`config.mk`:
```
export PLATFORM = sky130hd
export DESIGN_NAME = palindrome_bit_serializer
export DESIGN_NICKNAME = d
export VERILOG_FILES = /design/src/rtl/palindrome_bit_serializer.sv
export SDC_FILE = /design/constraint.sdc
export NUM_CORES = 1
export LEC_CHECK = 0
export BUFFER_PORTS_ARGS = -buffer_cell sky130_fd_sc_hd__buf_2
export CAP_MARGIN = 10
export CORE_MARGIN = 5
export CORE_UTILIZATION = 59
export CTS_CLUSTER_DIAMETER = 120
export DETAILED_ROUTE_END_ITERATION = 10
export PLACE_DENSITY = 0.82
export SLEW_MARGIN = 15
export SYNTH_ARGS = -nofsm -noshare
export SYNTH_HDL_FRONTEND = slang
export SYNTH_SLANG_ARGS = --single-unit
```
`constraint.sdc`:
```
create_clock -name clk -period 3.1 [get_ports clk]
set_input_delay 0.62 -clock clk [delete_from_list [all_inputs] [get_ports clk]]
set_output_delay 0.62 -clock clk [all_outputs]
set_load 0.005 [all_outputs]
```
`src/rtl/palindrome_bit_serializer.sv`:
```
// palindrome_bit_serializer
//   Parallel-to-serial front end for the 3-bit palindrome detector. Words
//   arrive on a valid/ready handshake and are shifted out one bit per clock.
//   A one-word pending buffer keeps back-to-back words contiguous on x_o.
//
// Ports
//   clk        system clock, rising edge
//   reset      asynchronous active-low reset
//   data_i     parallel word (DATA_WIDTH bits)
//   valid_i    data_i valid
//   ready_o    a word can be accepted this cycle (= no word pending)
//   x_o        serial bit to the detector's x_i
//   x_valid_o  x_o carries a real data bit
//   last_o     x_o is the final bit of its word
//   busy_o     a word is being shifted or is pending
module palindrome_bit_serializer #(
  parameter int DATA_WIDTH = 8,
  parameter bit MSB_FIRST  = 1'b1
) (
  input  logic                  clk,
  input  logic                  reset,
  input  logic [DATA_WIDTH-1:0] data_i,
  input  logic                  valid_i,
  output logic                  ready_o,
  output logic                  x_o,
  output logic                  x_valid_o,
  output logic                  last_o,
  output logic                  busy_o
);

  localparam int CW = $clog2(DATA_WIDTH);

  typedef enum logic {IDLE = 1'b0, SHIFT = 1'b1} state_e;

  state_e                state_q;
  logic [DATA_WIDTH-1:0] sreg_q;
  logic [CW-1:0]         cnt_q;
  logic [DATA_WIDTH-1:0] pend_q;
  logic                  pend_vld_q;

  logic                  accept;
  logic                  on_last;
  logic [DATA_WIDTH-1:0] sreg_shifted;

  // All outputs decode registered state only, so reset clears them
  // asynchronously and nothing depends combinationally on valid_i.
  assign ready_o   = !pend_vld_q;
  assign accept    = valid_i && ready_o;
  assign on_last   = (state_q == SHIFT) && (cnt_q == CW'(DATA_WIDTH-1));
  assign x_valid_o = (state_q == SHIFT);
  assign x_o       = x_valid_o && (MSB_FIRST ? sreg_q[DATA_WIDTH-1] : sreg_q[0]);
  assign last_o    = on_last;
  assign busy_o    = (state_q == SHIFT) || pend_vld_q;

  // Shift toward the output end with zero fill.
  assign sreg_shifted = MSB_FIRST ? (sreg_q << 1) : (sreg_q >> 1);

  always_ff @(posedge clk or negedge reset) begin
    if (!reset) begin
      state_q    <= IDLE;
      sreg_q     <= '0;
      cnt_q      <= '0;
      pend_q     <= '0;
      pend_vld_q <= 1'b0;
    end else begin
      case (state_q)
        IDLE: begin
          if (accept) begin
            sreg_q  <= data_i;
            cnt_q   <= '0;
            state_q <= SHIFT;
          end
        end
        SHIFT: begin
          if (!on_last) begin
            sreg_q <= sreg_shifted;
            cnt_q  <= cnt_q + 1'b1;
            if (accept) begin
              pend_q     <= data_i;
              pend_vld_q <= 1'b1;
            end
          end else if (pend_vld_q) begin
            // ready_o is low here, so no new word can collide with the reload.
            sreg_q     <= pend_q;
            pend_vld_q <= 1'b0;
            cnt_q      <= '0;
          end else if (accept) begin
            // Buffer empty on the last bit: bypass it and load directly.
            sreg_q <= data_i;
            cnt_q  <= '0;
          end else begin
            state_q <= IDLE;
          end
        end
        default: state_q <= IDLE;
      endcase
    end
  end

endmodule

```
==> results of run 1 <==
[cells by family after synthesis]
group	share of synthesized area, %
AND/OR/NAND/NOR	11.8
flip-flops	47.6
multiplexers	15.4
buffers and inverters	5.78
adder cells (fa/ha/maj)	2.27
AO/OA/AOI/OAI	17.1
[sequential cells by signal (all words and copies together) (netlist names)]
register	count
pend_q	8
sreg_q	8
cnt_q	3
pend_vld_q	1
x_valid_o	1
[worst register-to-register path, cell delays in order (launching register included)]
cell	delay, ns
dfrtp_1	0.42
ha_1	0.21
ha_1	0.33
and2b_1	0.40
and2_4	0.29
mux2_4	0.32
[cell type report]
| class | count | area (sq um) |
|---|---|---|
| multi-input cells | 62 | 514 |
| clock buffers | 3 | 22.5 |
| flip-flops and latches | 21 | 526 |
| inverters | 2 | 7.51 |
| fillers | 140 | 564 |
| repair buffers | 15 | 75.1 |
| clock inverters | 1 | 5.00 |
| well taps | 25 | 31.3 |
[cells in the final DEF (no fill, tap or decap)]
master,netlist,routed
a32o_1,2,2
a211oi_1,2,2
a21oi_1,1,1
or2_2,1,1
a221o_1,1,1
and4b_1,1,1
a21oi_2,1,1
nor2b_1,2,2
clkinv_2,0,1
nand3_1,2,2
nor2_1,5,5
o21ai_0,2,2
nand2_1,4,4
buf_2,3,15
and2_1,2,2
inv_1,2,2
nand2b_1,1,1
nor2b_4,1,1
nor4b_1,1,1
a31oi_1,1,1
ha_1,2,2
dfrtp_1,21,21
a221oi_1,2,2
o22ai_1,5,5
a31o_2,1,1
and2_4,1,1
mux2_4,8,8
clkbuf_4,0,3
o311a_1,1,1
a32oi_1,1,1
and2b_1,1,1
mux2i_1,5,5
a22oi_1,5,5
[power groups by stage]
stage	registers (mW)	clock network (mW)	logic, mW
2_1_floorplan	0.462	0	0.397
3_3_place_gp	0.504	0	0.435
3_5_place_dp	0.509	0	0.447
4_1_cts	0.503	0.133	0.449
5_1_grt	0.520	0.143	0.502
6_report	0.507	0.128	0.445
[per-layer routing]
layer  global-route usage (%)  up-vias  part of all wire, %
met5                        0        -                    0
met4                     8.51        0                  1.1
met3                     3.94        2                  5.4
met2                     27.1       27                   48
met1                     24.0      405                   46
li1                         -      369                    -
[final timing paths]
path	startpoint	end	slack, ns
min in group clk	pend_q[6]$_DFFE_PN0P_	pend_q[6]$_DFFE_PN0P_	0.53
worst max-delay path	cnt_q[0]$_DFF_PN0_	last_o	0.90
worst max register to register	cnt_q[0]$_DFF_PN0_	pend_q[3]$_DFFE_PN0P_	1.04
max in group asynchronous	reset	sreg_q[6]$_DFF_PN0_	2.53
worst min-delay path	reset	pend_q[1]$_DFFE_PN0P_	0.25
worst min register to register	pend_q[6]$_DFFE_PN0P_	pend_q[6]$_DFFE_PN0P_	0.53
==> results, run 1 <==
- The maximum number of pins on one net before global-route repair is 23.
- For the worst-skew pair, the clock arrives at the later sink with an insertion delay of 0.30 ns.
- The post-cts hold buffer count is 0.
- The number of hold-slack violations in the final timing report is 0.
- The class of the worst hold path is primary input to asynchronous set/reset pin.
- Clock tree synthesis inserted a total of 3 buffers.
- Once the clock tree was built, the resizer swapped 0 gates to a different size.
- The total number of placement rows is 15.
- The switching share of power is 34.2%.
- At the placement stage, the worst setup path has a slack of 1.06 ns.
- The maximum fanout count along the critical path is 13.
- The horizontal die dimension is 53.3 um.
- The netlist area before placement is 1100 sq um.
- Yosys mapped a number of flops with a built-in enable equal to 0.
- The most common flop cell mapped by yosys is dfrtp_1.
- For this design the ratio of total power to cell area is 914 nW/um^2.
- The area share of the largest cell type after synthesis is 47.6%.
- For this design the static power due to leakage is 0.549 nW.
- The final antenna-violating net count is 0.
- The final count of pins violating max slew is 0.
- The via count is 803.
- The root buffer cell is clkbuf_4.
- The total inserted antenna cells is 0.
- On the worst path, the slowest cell contributes a delay of 0.42 ns.
- The logic depth of the worst setup path including buffers is 4.
- The routed wirelength normalized by instance count is 16.3 um.
- The die covers 2840 sq um.
- The biggest area contributor in the post-synthesis netlist is dfrtp_1.
- The initial antenna violation count came to 0.
- The largest buffer count on any clock path is 2.
- The worst-case IR drop observed on VDD is 0.455 mV.
- The final core utilization is 67.7%.
- The placed instance count is 125.
- The total net switching power is 0.369 mW.
- Counting instances in the post-synthesis netlist gives the leading cell types as dfrtp_1 (21), mux2_4 (8).
- The core area is 1750 sq um.
- Setup violations remaining at the end of the flow were counted as 0.
- The sink count of the clock tree is 21.
- Dividing the detail-routed via count by the number of cells gives 6.22.
- In this run, the number of DRC markers left after iteration 0 of detailed routing was 20.
- Clock-pin slew was measured on the worst setup and hold paths at 0.12 ns.
- The number of detailed-route iterations in the first pass is 4.
- The post-synthesis instance total is 93.
- By instance count, the cell type seen most on the critical path is ha_1.
- The first global-routing pass estimated 3.62 mm of wire.
- The net count after synthesis is 106.
- The post-synthesis register bit count is 21.
- In the finished design, the share of the clock period the worst path needs comes to 70.9%.
- The critical path is of the flip-flop to output port type.
- The slew of the pin with the lowest slew margin is 0.662 ns.
- The cell depth of the worst flop-to-flop path is 5.
- The critical path's slowest cell is dfrtp_1.
- The placer congestion estimate is 0.833.
- The via count of the first global-routing pass was 806.
- The run finished with clean final reports.
- The post-CTS setup repair buffer count is 0.
- The endpoint kind of the worst setup timing path is an output port.
- Sequential elements use 47.6% of the synthesized area.
- The maximum clock rate is 0.455 GHz.
- The tool flagged a number of max-cap violations equal to 0.
- After global routing the overflow that remains totals 0.
- Across all setup checks in the final design, the least slack found is 0.901 ns.
- In this run the number of H-tree levels came out at 1.
- Ranked by total cell area, the synthesized netlist is headed by dfrtp_1 (48%), mux2_4 (11%), mux2i_1 (4.5%).
- For this run, design rule violations remaining after detail routing come to 0.
- The combinational cell fraction of total power is 41.2%.
- Summed over all layers, the routed wires come to 2.11 mm.
- The kind of start point of the critical path is a flip-flop.
- The die span in y is 53.3 um.
- The clock group share of total power is 11.9%.
- The most numerous cell in the Yosys netlist is dfrtp_1.
- Once layout is done, the placed cells without fillers occupy 1180 sq um.
- The top cell family by delay on the critical path is adder cells.
- The mean instance size in the synthesized netlist is 11.9 sq um.
- The worst pin sits at a relative slew slack of 55.9%.
- The number of nets at the end of the flow is 118.
- For this run, the number of Yosys warnings is 0.
- The effective utilization at floorplan is 63.2%.
- The internal power of the cells is 0.710 mW.
- In this run the tool buffered the top-level ports with 15 buffer cells.
- The number of different library cells in the post-synthesis netlist is 33.
- The number of buffers and inverters on the critical path is 1.
- The clock skew is 0.00904 ns.
- The placed instance area is 1150 sq um.
- The area growth from synthesis to layout is 7.03%.
- In this run the count of I/O pins placed on the die edge is 16.
- The design draws 1.08 mW.
- The share of synthesized flip-flops with an asynchronous set or reset is 100%.
- The ratio of cells with drive above 1 in the final layout is 30.8%.
- The sequential power share is 47.0%.
- Global routing consumed, over all layers together, 17.9% of the routing resources.
- The tightest hold margin is 0.247 ns.
- Detailed placement finished with a half-perimeter wire length of 1.51 mm.
- Setup repair after global routing left no endpoint under its margin.
- Data arrives at the worst endpoint at 1.58 ns.
- Setup total negative slack on the finished layout was measured at 0 ns.
- For this run, the number of standard cells in the final layout without fillers is 129.
- STA puts the critical path data required time at 2.48 ns.
- The CTS tree is yes.
- Traced cell by cell, the critical path runs through ha_1, ha_1, and2_1, buf_2.
- The final critical delay including setup and external delays is 2.20 ns.
No activity file was read; power rests on OpenSTA's default activity.
==> run 2: changes to the inputs <==
--- a/config.mk
+++ b/config.mk
@@ -5,13 +5,14 @@
 export SDC_FILE = /design/constraint.sdc
 export NUM_CORES = 1
 export LEC_CHECK = 0
+export ABC_AREA = 1
 export BUFFER_PORTS_ARGS = -buffer_cell sky130_fd_sc_hd__buf_2
 export CAP_MARGIN = 10
 export CORE_MARGIN = 5
-export CORE_UTILIZATION = 59
+export CORE_UTILIZATION = 50
 export CTS_CLUSTER_DIAMETER = 120
 export DETAILED_ROUTE_END_ITERATION = 10
-export PLACE_DENSITY = 0.82
+export PLACE_DENSITY = 0.74
 export SLEW_MARGIN = 15
 export SYNTH_ARGS = -nofsm -noshare
 export SYNTH_HDL_FRONTEND = slang
==> constraint.sdc (replaced) <==
create_clock -name clk -period 1.8 [get_ports clk]
set_input_delay 0.36 -clock clk [delete_from_list [all_inputs] [get_ports clk]]
set_output_delay 0.36 -clock clk [all_outputs]
set_load 0.005 [all_outputs]
==> results, run 2 <==
- In this run, the number of DRC markers left after iteration 0 of detailed routing was 18.
- The insertion delay to the later sink of the worst-skew pair is 0.31 ns.
- Measured along the y axis, the die boundary spans 58.0 um.
- After detailed routing, the number of vias per cell comes to 4.75.
- The region available for standard cell placement spans 2210 sq um.
- The routed layout has 949 vias.
- The die is 58.0 um wide.
- In the final layout, the multi-input gates occupy 495 sq um.
- The critical path's slowest cell is dfrtp_1.
- The sequential standard cell area is 526 sq um.
- The slew of the pin with the lowest slew margin is 0.466 ns.
- The class of the worst hold path is primary input to flip-flop.
- By count the netlist is led by nand2_1 (39), inv_1 (29), nor2_1 (23).
- Counting the buffers created by CTS gives 3.
- The depth of the CTS H-tree is 1.
- For met3 alone, demand over resource in global routing was 2.23%.
- CTS saw 21 sinks.
- Hold timing on the final database bottoms out at a slack of 0.299 ns.
- The most numerous cell in the Yosys netlist is nand2_1.
- The effective utilization at floorplan is 52.0%.
- The largest buffer count on any clock path is 2.
- In the final layout, the registers with the most flip-flops are pend_q (8), sreg_q (8), cnt_q (3).
- The synthesized netlist contains 15 unique library cells.
- The placer congestion estimate is 0.812.
- The library cell used most frequently in the layout, excluding fill and tap cells, is nand2_1.
- The final antenna-violating net count is 0.
- The total number of placement rows is 17.
- The flow ran to the end, and the final reports show no timing, DRC or antenna violations.
- Including well taps, the total number of placed cells is 194.
- The final count of pins violating max slew is 0.
- Power spread over the standard cell area amounts to 1420 nW/um^2.
- The worst-case headroom to the max-slew limit is 69.0%.
- The met1 routing resource usage after global routing is 19.1%.
- The cell leakage power is 0.749 nW.
- Compared with the post-synthesis result, the final layout area differs by 12.6%.
- The area of the die is 3360 sq um.
- The number of max-cap violations is 0.
- For the worst flop-to-flop path, the logic depth is 6.
- Leaving out fill and tap cells, the most frequent cells in the layout are nand2_1 (39), inv_1 (29), nor2_1 (23).
- The number of nets at the end of the flow is 186.
- The worst hold path passes through 3 cells.
- STA classifies the critical path endpoint as an output port.
- The global-route wire length before repair is 3.74 mm.
- For this run, the number of Yosys warnings is 0.
- When the netlist entered floorplanning its net count stood at 168.
- Of the synthesized area, sequential elements account for 45.7%.
- The final critical delay including setup and external delays is 1.73 ns.
- The clock transition at the register clock pins on the worst setup and hold paths after CTS is 0.12 ns.
- The half-perimeter wire length after placement is 1.56 mm.
- For this run, the leading register cell type out of synthesis is dfrtp_1.
- Timing would allow up to 0.580 GHz.
- The initial antenna violation count is 0.
- In the final routed layout, each cell accounts on average for 11.2 um.
- The number of synthesized flops with an enable pin is 0.
- The area share of the largest cell type after synthesis is 45.7%.
- In the routed design, unresolved DRC markers number 0.
- The maximum VDD drop is 0.734 mV.
- The largest single stage delay on the critical path is 0.41 ns.
- The share of synthesized flip-flops with an asynchronous set or reset is 100%.
- The number of I/O port buffers is 15.
- The ratio of cells with drive above 1 in the final layout is 20.3%.
- The kind of start point of the critical path is a flip-flop.
- The residual overflow from global routing is 0.
- The logic depth of the worst setup path including buffers is 5.
- Synthesis produced 155 cells.
- The most used routing layer is met2.
- The total inserted antenna cells is 0.
- Yosys attributes the largest share of cell area to dfrtp_1 (46%), nand2_1 (13%), inv_1 (9.5%).
- The worst path uses 95.8% of the clock period.
- The maximum number of pins on one net before global-route repair is 22.
- The synthesized design spends more area on one cell type than any other, namely dfrtp_1.
- The global-route track usage on met2 is 23.2%.
- On the final layout, the worst clock skew is 0.00628 ns.
- The number of buffers and inverters on the critical path is 2.
- The mean instance size in the synthesized netlist is 7.42 sq um.
- TritonCTS built the clock tree.
- The number of hold-slack violations in the final timing report is 0.
- The number of setup violations in the final report is 0.
- The total detailed-routing wirelength is 2.25 mm.
- The via count of the first global-routing pass is 836.
- The root buffer cell is clkbuf_4.
- STA puts the critical path data arrival time at 1.37 ns.
- The number of fill cells in the layout is 210.
- The number of detailed-route iterations in the first pass is 4.
- The signal on the critical path passes through ha_2, ha_4, nand2_1, inv_1, buf_2.
- The critical path is of the flip-flop to output port type.
- The post-layout instance count excluding filler cells is 200.
- For the worst setup path, the data required time is 1.44 ns.
- The netlist area before placement is 1150 sq um.
- The maximum fanout count along the critical path is 5.
- After synthesis the netlist holds a flip-flop and latch count of 21.
- Grouping stages by cell kind, the critical path spends the most delay in flip-flops.
- The overall track demand over capacity in global routing is 14.4%.
- During I/O placement, the number of pins put on the boundary was 16.
-- run 2: logic make-up (layout without fill, tap and decap cells) --
group | Yosys count | after routing | synth area share, %
AO/OA/AOI/OAI | 10 | 10 | 7.18
adder cells (fa/ha/maj) | 2 | 2 | 2.18
buffers and inverters | 35 | 52 | 12.5
flip-flops | 21 | 21 | 45.7
AND/OR/NAND/NOR | 87 | 87 | 32.4
-- run 2: routing by layer --
layer | vias up | share of wire [%]
li1 | 501 | -
met1 | 431 | 47
met2 | 15 | 49
met3 | 2 | 3.6
met4 | 0 | 0.67
met5 | - | 0
-- run 2: final timing paths --
path | from | end | slack [ns]
setup / recovery | cnt_q[0]$_DFF_PN0_ | last_o | 0.07
hold / removal | data_i[2] | pend_q[2]$_DFFE_PN0P_ | 0.30
min in group asynchronous | reset | pend_vld_q$_DFFE_PN0P_ | 0.51
max in group asynchronous | reset | sreg_q[5]$_DFF_PN0_ | 0.96
hold reg to reg | pend_q[5]$_DFFE_PN0P_ | pend_q[5]$_DFFE_PN0P_ | 0.50
setup reg to reg | cnt_q[0]$_DFF_PN0_ | sreg_q[5]$_DFF_PN0_ | 0.39
-- run 2: what timing repair did --
item	CTS	global route
hold buffers	1	0
hold endpoints to repair	11	0
buffers inserted	1	0
resized for setup	1	2
endpoints found under the setup margin	1	1
-- run 2: through the flow --
step | power [mW] | TNS, ns | utilization [%] | setup slack (ns) | cell area, sq um
after global routing | 2.02 | -0.000707 | 58.5 | -0.000707 | 1290
after floorplan | 1.39 | 0 | - | 0.377 | 1150
after detailed placement | 1.57 | 0 | 55.9 | 0.264 | 1240
after global placement | 1.53 | 0 | 55.9 | 0.319 | 1240
final | 1.84 | 0 | 58.5 | 0.0748 | 1290
after CTS | 1.82 | 0 | 58.0 | 0.0341 | 1280
-- run 2: where the power goes --
group          internal, mW  switching (mW)
sequential            0.662           0.115
clock                0.0865           0.151
combinational         0.331           0.497
-- run 2: area by class of cell --
type / instances / area share, %
sequential: 21 / 40.6
multi-input combinational: 99 / 38.3
inverter: 30 / 8.70
timing repair buffer: 18 / 7.73
tap: 28 / 2.71
clock buffer: 4 / 2.03
-- run 2: tightest hold or removal path, cell delays in order --
cell     delay [ns]
buf_2          0.09
inv_1          0.07
o21ai_2        0.06
